[config.mk]
export PLATFORM = sky130hd
export DESIGN_NAME = agnus_dma_slot_arbiter
export DESIGN_NICKNAME = d
export VERILOG_FILES = /design/src/rtl/agnus_dma_slot_arbiter_pkg.sv /design/src/rtl/agnus_bls_throttle.sv /design/src/rtl/agnus_dma_slot_arbiter.sv
export SDC_FILE = /design/constraint.sdc
export NUM_CORES = 1
export LEC_CHECK = 0
export ABC_AREA = 0
export CELL_PAD_IN_SITES_DETAIL_PLACEMENT = 1
export CELL_PAD_IN_SITES_GLOBAL_PLACEMENT = 2
export CORE_ASPECT_RATIO = 1.4
export CORE_MARGIN = 2
export CORE_UTILIZATION = 20
export CTS_CLUSTER_SIZE = 25
export DETAILED_ROUTE_END_ITERATION = 8
export PLACE_DENSITY_LB_ADDON = 0.05
export SLEW_MARGIN = 25
export SYNTH_ARGS = -nofsm -noshare
export SYNTH_HDL_FRONTEND = slang
export SYNTH_HIERARCHICAL = 1
export SYNTH_SLANG_ARGS = --single-unit
[constraint.sdc]
create_clock -name clk -period 1.7 [get_ports clk]
set_clock_uncertainty 0.05 [all_clocks]
set_input_delay 0.34 -clock clk [delete_from_list [all_inputs] [get_ports clk]]
set_output_delay 0.34 -clock clk [all_outputs]
set_load 0.01 [all_outputs]
[src/rtl/agnus_dma_slot_arbiter_pkg.sv]
// Shared definitions for the Agnus chip-bus slot arbiter.
//   sel_e           : encoded bus owner as seen by the chip address mux
//   SLOT_*          : hpos[1:0] slot phase constants
//   GRANT_*         : one-hot grant bit positions, bit 7 = cpu
//   slot_elig_mask  : which owners may use the bus in a given slot phase
package agnus_dma_slot_arbiter_pkg;

  typedef enum logic [2:0] {
    SEL_CPU = 3'd0,
    SEL_DSK = 3'd1,
    SEL_REF = 3'd2,
    SEL_AUD = 3'd3,
    SEL_BPL = 3'd4,
    SEL_SPR = 3'd5,
    SEL_COP = 3'd6,
    SEL_BLT = 3'd7
  } sel_e;

  localparam logic [1:0] SLOT_CPU_ONLY = 2'd0;
  localparam logic [1:0] SLOT_ODD_A    = 2'd1;
  localparam logic [1:0] SLOT_BLT      = 2'd2;
  localparam logic [1:0] SLOT_ODD_B    = 2'd3;

  localparam int GRANT_DSK = 0;
  localparam int GRANT_REF = 1;
  localparam int GRANT_AUD = 2;
  localparam int GRANT_BPL = 3;
  localparam int GRANT_SPR = 4;
  localparam int GRANT_COP = 5;
  localparam int GRANT_BLT = 6;
  localparam int GRANT_CPU = 7;

  localparam logic [7:0] GRANT_CPU_ONEHOT = 8'h80;

  // Eligibility masks in grant bit order {cpu,blt,cop,spr,bpl,aud,ref,dsk}.
  // The CPU is eligible in every slot so the arbiter always has an owner.
  function automatic logic [7:0] slot_elig_mask(input logic [1:0] phase);
    logic [7:0] m;
    m = GRANT_CPU_ONEHOT;
    case (phase)
      SLOT_CPU_ONLY: m = 8'b1000_0000;
      SLOT_ODD_A:    m = 8'b1110_1011;  // dsk ref bpl cop blt cpu
      SLOT_BLT:      m = 8'b1100_0000;  // blt cpu
      SLOT_ODD_B:    m = 8'b1001_1111;  // dsk ref aud bpl spr cpu
      default:       m = GRANT_CPU_ONEHOT;
    endcase
    return m;
  endfunction

endpackage

[src/rtl/agnus_bls_throttle.sv]
// Blitter-slowdown throttle. Counts consecutive even slots in which the CPU
// is still waiting for the bus; once the count saturates the blitter is held
// off so the CPU gets through.
//   clk, reset   : clock, synchronous active-high reset
//   clk7_en      : bus-slot enable, state moves only when high
//   even_slot    : current slot has hpos[0]==0
//   bls          : CPU waiting for the chip bus
//   bltpri       : nasty mode, throttle disabled
//   blocked      : registered saturation flag
//   blocked_next : saturation flag for the count being written this edge
module agnus_bls_throttle
  import agnus_dma_slot_arbiter_pkg::*;
#(
  parameter int BLS_CNT_MAX = 3,
  parameter int CNT_W       = 2
) (
  input  logic clk,
  input  logic reset,
  input  logic clk7_en,
  input  logic even_slot,
  input  logic bls,
  input  logic bltpri,
  output logic blocked,
  output logic blocked_next
);

  localparam logic [CNT_W-1:0] CNT_MAX = CNT_W'(BLS_CNT_MAX);

  logic [CNT_W-1:0] cnt;
  logic [CNT_W-1:0] cnt_next;

  always_comb begin
    cnt_next = cnt;
    if (clk7_en && even_slot) begin
      if (bltpri || !bls) begin
        cnt_next = '0;
      end else if (cnt < CNT_MAX) begin
        cnt_next = cnt + CNT_W'(1);
      end
    end
  end

  // The arbiter uses the next-count view so that saturation blocks the
  // blitter on the very edge the counter reaches its limit.
  assign blocked_next = (cnt_next == CNT_MAX);

  always_ff @(posedge clk) begin
    if (reset) begin
      cnt     <= '0;
      blocked <= 1'b0;
    end else begin
      cnt     <= cnt_next;
      blocked <= blocked_next;
    end
  end

endmodule

[src/rtl/agnus_dma_slot_arbiter.sv]
// Registered chip-bus slot arbiter. Each clk7 slot picks one bus owner from
// disk, refresh, audio, bitplane, sprite, copper, blitter and CPU using slot
// eligibility plus fixed priority, and drives the Gary/RAM strobes.
//   clk, reset         : clock, synchronous active-high reset
//   clk7_en            : bus-slot enable
//   hpos               : beam counter, hpos[1:0] is the slot phase
//   req_*              : DMA requests (spr/cop/blt already gated by DMACON)
//   wr_dsk, we_blt     : disk / blitter slot is a write
//   bls, bltpri        : CPU waiting, blitter nasty mode
//   grant              : one-hot owner {cpu,blt,cop,spr,bpl,aud,ref,dsk}
//   sel                : encoded owner for the address mux
//   dbr, dbwe          : Agnus owns data bus, DMA write cycle
//   cpu_custom         : CPU owns this slot
//   blt_blocked        : blitter held off by the slowdown throttle
module agnus_dma_slot_arbiter
  import agnus_dma_slot_arbiter_pkg::*;
#(
  parameter int BLS_CNT_MAX = 3,
  parameter int CNT_W       = 2
) (
  input  logic       clk,
  input  logic       reset,
  input  logic       clk7_en,
  input  logic [8:0] hpos,
  input  logic       req_dsk,
  input  logic       wr_dsk,
  input  logic       req_ref,
  input  logic       req_aud,
  input  logic       req_bpl,
  input  logic       req_spr,
  input  logic       req_cop,
  input  logic       req_blt,
  input  logic       we_blt,
  input  logic       bls,
  input  logic       bltpri,
  output logic [7:0] grant,
  output logic [2:0] sel,
  output logic       dbr,
  output logic       dbwe,
  output logic       cpu_custom,
  output logic       blt_blocked
);

  logic [1:0] phase;
  logic       blocked_next;
  logic [7:0] req_vec;
  logic [7:0] cand;
  logic [7:0] win_grant;
  sel_e       win_sel;
  logic       win_dbwe;
  sel_e       sel_q;
  logic       unused_hpos;

  assign phase       = hpos[1:0];
  assign unused_hpos = ^hpos[8:2];

  agnus_bls_throttle #(
    .BLS_CNT_MAX (BLS_CNT_MAX),
    .CNT_W       (CNT_W)
  ) u_bls_throttle (
    .clk          (clk),
    .reset        (reset),
    .clk7_en      (clk7_en),
    .even_slot    (~hpos[0]),
    .bls          (bls),
    .bltpri       (bltpri),
    .blocked      (blt_blocked),
    .blocked_next (blocked_next)
  );

  // CPU bit is always set: it is the fallback owner.
  assign req_vec = {1'b1, req_blt & ~blocked_next, req_cop, req_spr,
                    req_bpl, req_aud, req_ref, req_dsk};
  assign cand    = req_vec & slot_elig_mask(phase);

  // Lowest set bit wins; scanning downward lets the highest priority
  // candidate overwrite anything found before it.
  always_comb begin
    win_grant = GRANT_CPU_ONEHOT;
    win_sel   = SEL_CPU;
    for (int i = GRANT_BLT; i >= GRANT_DSK; i--) begin
      if (cand[i]) begin
        win_grant = 8'(1) << i;
        win_sel   = sel_e'(3'(i + 1));
      end
    end
  end

  assign win_dbwe = ((win_sel == SEL_DSK) && wr_dsk) ||
                    ((win_sel == SEL_BLT) && we_blt);

  always_ff @(posedge clk) begin
    if (reset) begin
      grant <= GRANT_CPU_ONEHOT;
      sel_q <= SEL_CPU;
      dbwe  <= 1'b0;
    end else if (clk7_en) begin
      grant <= win_grant;
      sel_q <= win_sel;
      dbwe  <= win_dbwe;
    end
  end

  assign sel        = sel_q;
  assign dbr        = (sel_q != SEL_CPU);
  assign cpu_custom = (sel_q == SEL_CPU);

endmodule

==> metrics.cfg <==
[finish]
postLayoutCoreUtil_pct = 36.9
syn_to_final_growth_pct = 75.7
nets = 186
antenna_cells = 0
drive_above_1_share_pct = 33.3
fin_cells = 202

[min_path]
hp-class = reg2reg
hold_path_startpoint = grant[2]

[synthesis]
synth_area_sq_um = 838
synth_seq_cells = 15
synth_fa_ha_area_share_pct = 4.48
synth-edff-count = 0
synthDistinctLibCells = 36
synth_top_family_by_area = compound AO/OA/AOI/OAI gates
synth-simple-area-share_pct = 20.6
synth-main-ff-cell = dfxtp_1
yosysSeqAreaShare_pct = 35.8
synth_nets = 127
synth-xor-area-share_pct = 0
syn_area_per_cell_sq_um = 8.30
synth-compound-area-share_pct = 33.1
synth_cells = 101
yosysWarnings = 6
synth-async-reset-ratio_pct = 0
synthMuxAreaShare_pct = 1.19

[global_route]
grt_pass1_wl_mm = 5.00
antenna_found_initial = 0
track_usage_pct = 14.1
grt_max_degree = 12
grt_pass1_vias = 1090
grt_overflow_total = 0

[placed_design]
io_buffers = 30
hpwl_mm = 2.36
placed_cells_incl_taps = 192
gp_congestion = 0.760
preCtsSetupSlack_ps = -613

[timing]
finalCritPeriodShare_pct = 98.2
slew_headroom_pct = 73.2
min_period_ps = 1670
rsz0062_at_grt = yes
setup_slack_ps = 30.4
worst_pin_slew_ps = 398
hold_viol = 0
finalSetupViolations = 0
drv_slew = 0
max_freq_ghz = 0.599

[run_status]
status = finished with violations
violations = DRC

[clock_tree]
cts_root_buf = clkbuf_8
cts-htree-levels = 1
clock_latency_ps = 240
hold_buffers = 0
cts_buffer_depth = 2
cts.sinks = 15
cts_tree = yes
cts_made_buffers = 3
cts.clk_slew.worst_paths_ps = 60

[drt]
vias = 967
wl_mm = 3.02
dr.pass1.iters = 5
ant_nets = 0
drt_iter0_markers = 23
viasPerCell = 4.79
wl_per_cell_um = 15.0
drcViolationCount = 2

[die]
rows = 27
fp.dieH_um = 80.6
chipWidth_um = 58.7
pin_count = 38
initial_core_util_pct = 21.0
core_area_sq_um = 3990
die-area_sq_um = 4730

[critical_path]
worstPathMaxFanout = 5
critPathKind = reg2reg
worstSetupStartpoint = u_bls_throttle/cnt[0]
required_ps = 1810
crit_family = compound AO/OA/AOI/OAI gates
startpoint_type = flip-flop
r2r_start = u_bls_throttle/cnt[0]
cp.buffers_inverters = 0
cpPeakStageDelay_ps = 420
arrival_ps = 1780
crit_path_cell_trace = a21bo_4 > a21boi_2 > or3b_4 > a211oi_2 > o211ai_1 > a221oi_2
endpoint_kind = flip-flop
crit_slowest_cell = or3b_4

[power_and_ir_drop]
power_mw = 0.915
cellPowerDensity_nw_per_um2 = 621
p_leak_nw = 0.585
ir_drop_mv = 0.393

[run]
maxCapViolCount = 0

cells in the mapped netlist (all sizes together) (2+ instances only):
library cell	count	area share [%]
dfxtp	15	36
a21oi	14	8.4
nand2	11	4.9
nor2	6	2.7
inv	5	2.2
o21ai	5	3.0
clkbuf	3	1.3
ha	3	4.5
nand2b	3	2.2
nand4b	3	3.1
a211oi	2	2.4
a21boi	2	1.8
buf	2	1.2
nand3b	2	1.8
nor2b	2	1.5
o211ai	2	1.8
o21a	2	1.8
o2bb2ai	2	2.1
area by class of cell:
class                           instances  area [sq um]
Tap cell                               43          53.8
Multi-Input combinational cell         76           552
Sequential cell                        15           302
Clock buffer                            4          45.0
Fill cell                             480          2510
Timing Repair Buffer                   59           502
Inverter                                5          18.8
layer usage:
metal | track usage (%) | vias up | wire [um]
met4 | 5.23 | 0 | 18
met3 | 2.90 | 2 | 82
met1 | 13.9 | 460 | 1180
met5 | 0 | - | 0
li1 | - | 488 | -
met2 | 27.9 | 17 | 1740
state kept, by name, summed over array words and instances (netlist names):
signal,flops
grant,8
u_bls_throttle/cnt,2
sel,3
u_bls_throttle/blocked,1
dbwe,1
stage by stage:
stage	cell area, sq um	TNS, ps	hold slack (ps)
final	1470	0	411
after global routing	1470	-65.8	453
after CTS	1440	0	417
after detailed placement	1340	-5560	408
after global placement	1340	-5330	399
after floorplan	838	0	362
cells in the final DEF (no fill, tap or decap), types with 3 or more instances in the layout:
cell	instances
nand2b_1	3
dfxtp_1	14
clkbuf_8	3
dlygate4sd2_1	3
nand2_1	11
clkdlybuf4s50_1	22
o21ai_0	5
a21oi_2	4
nor2_1	5
inv_1	3
a21oi_1	10
buf_4	29
nand4b_1	3
worst paths after layout:
kind              slack [ps]  depth (start not counted)       end
setup / recovery          30                          6      dbwe
hold / removal           410                          2  grant[2]
setup reg to reg          30                          6      dbwe
hold reg to reg          410                          2  grant[2]
tightest hold or removal path, cell delays in order (launching register included):
cell,delay [ps]
dfxtp_1,310
nand2_1,60
a21oi_1,50
power by group:
| part | internal (mW) | switching, mW | total, mW |
|---|---|---|---|
| Combinational | 0.136 | 0.117 | 0.253 |
| Sequential | 0.364 | 0.00683 | 0.371 |
| Clock | 0.166 | 0.125 | 0.291 |
logic make-up after synthesis:
| family | Yosys count |
|---|---|
| simple gates | 32 |
| buf+inv | 10 |
| compound gates | 40 |
| mux | 1 |
| flops | 15 |
| fa+ha+maj | 3 |
repair_timing:
item                       4_1_cts  5_1_grt
setup endpoints to repair       13        7
setup buffers                    6        0
gates resized for setup         20       11
pin swaps                        9        5
Note: power is estimated with default switching activity, not from simulation.
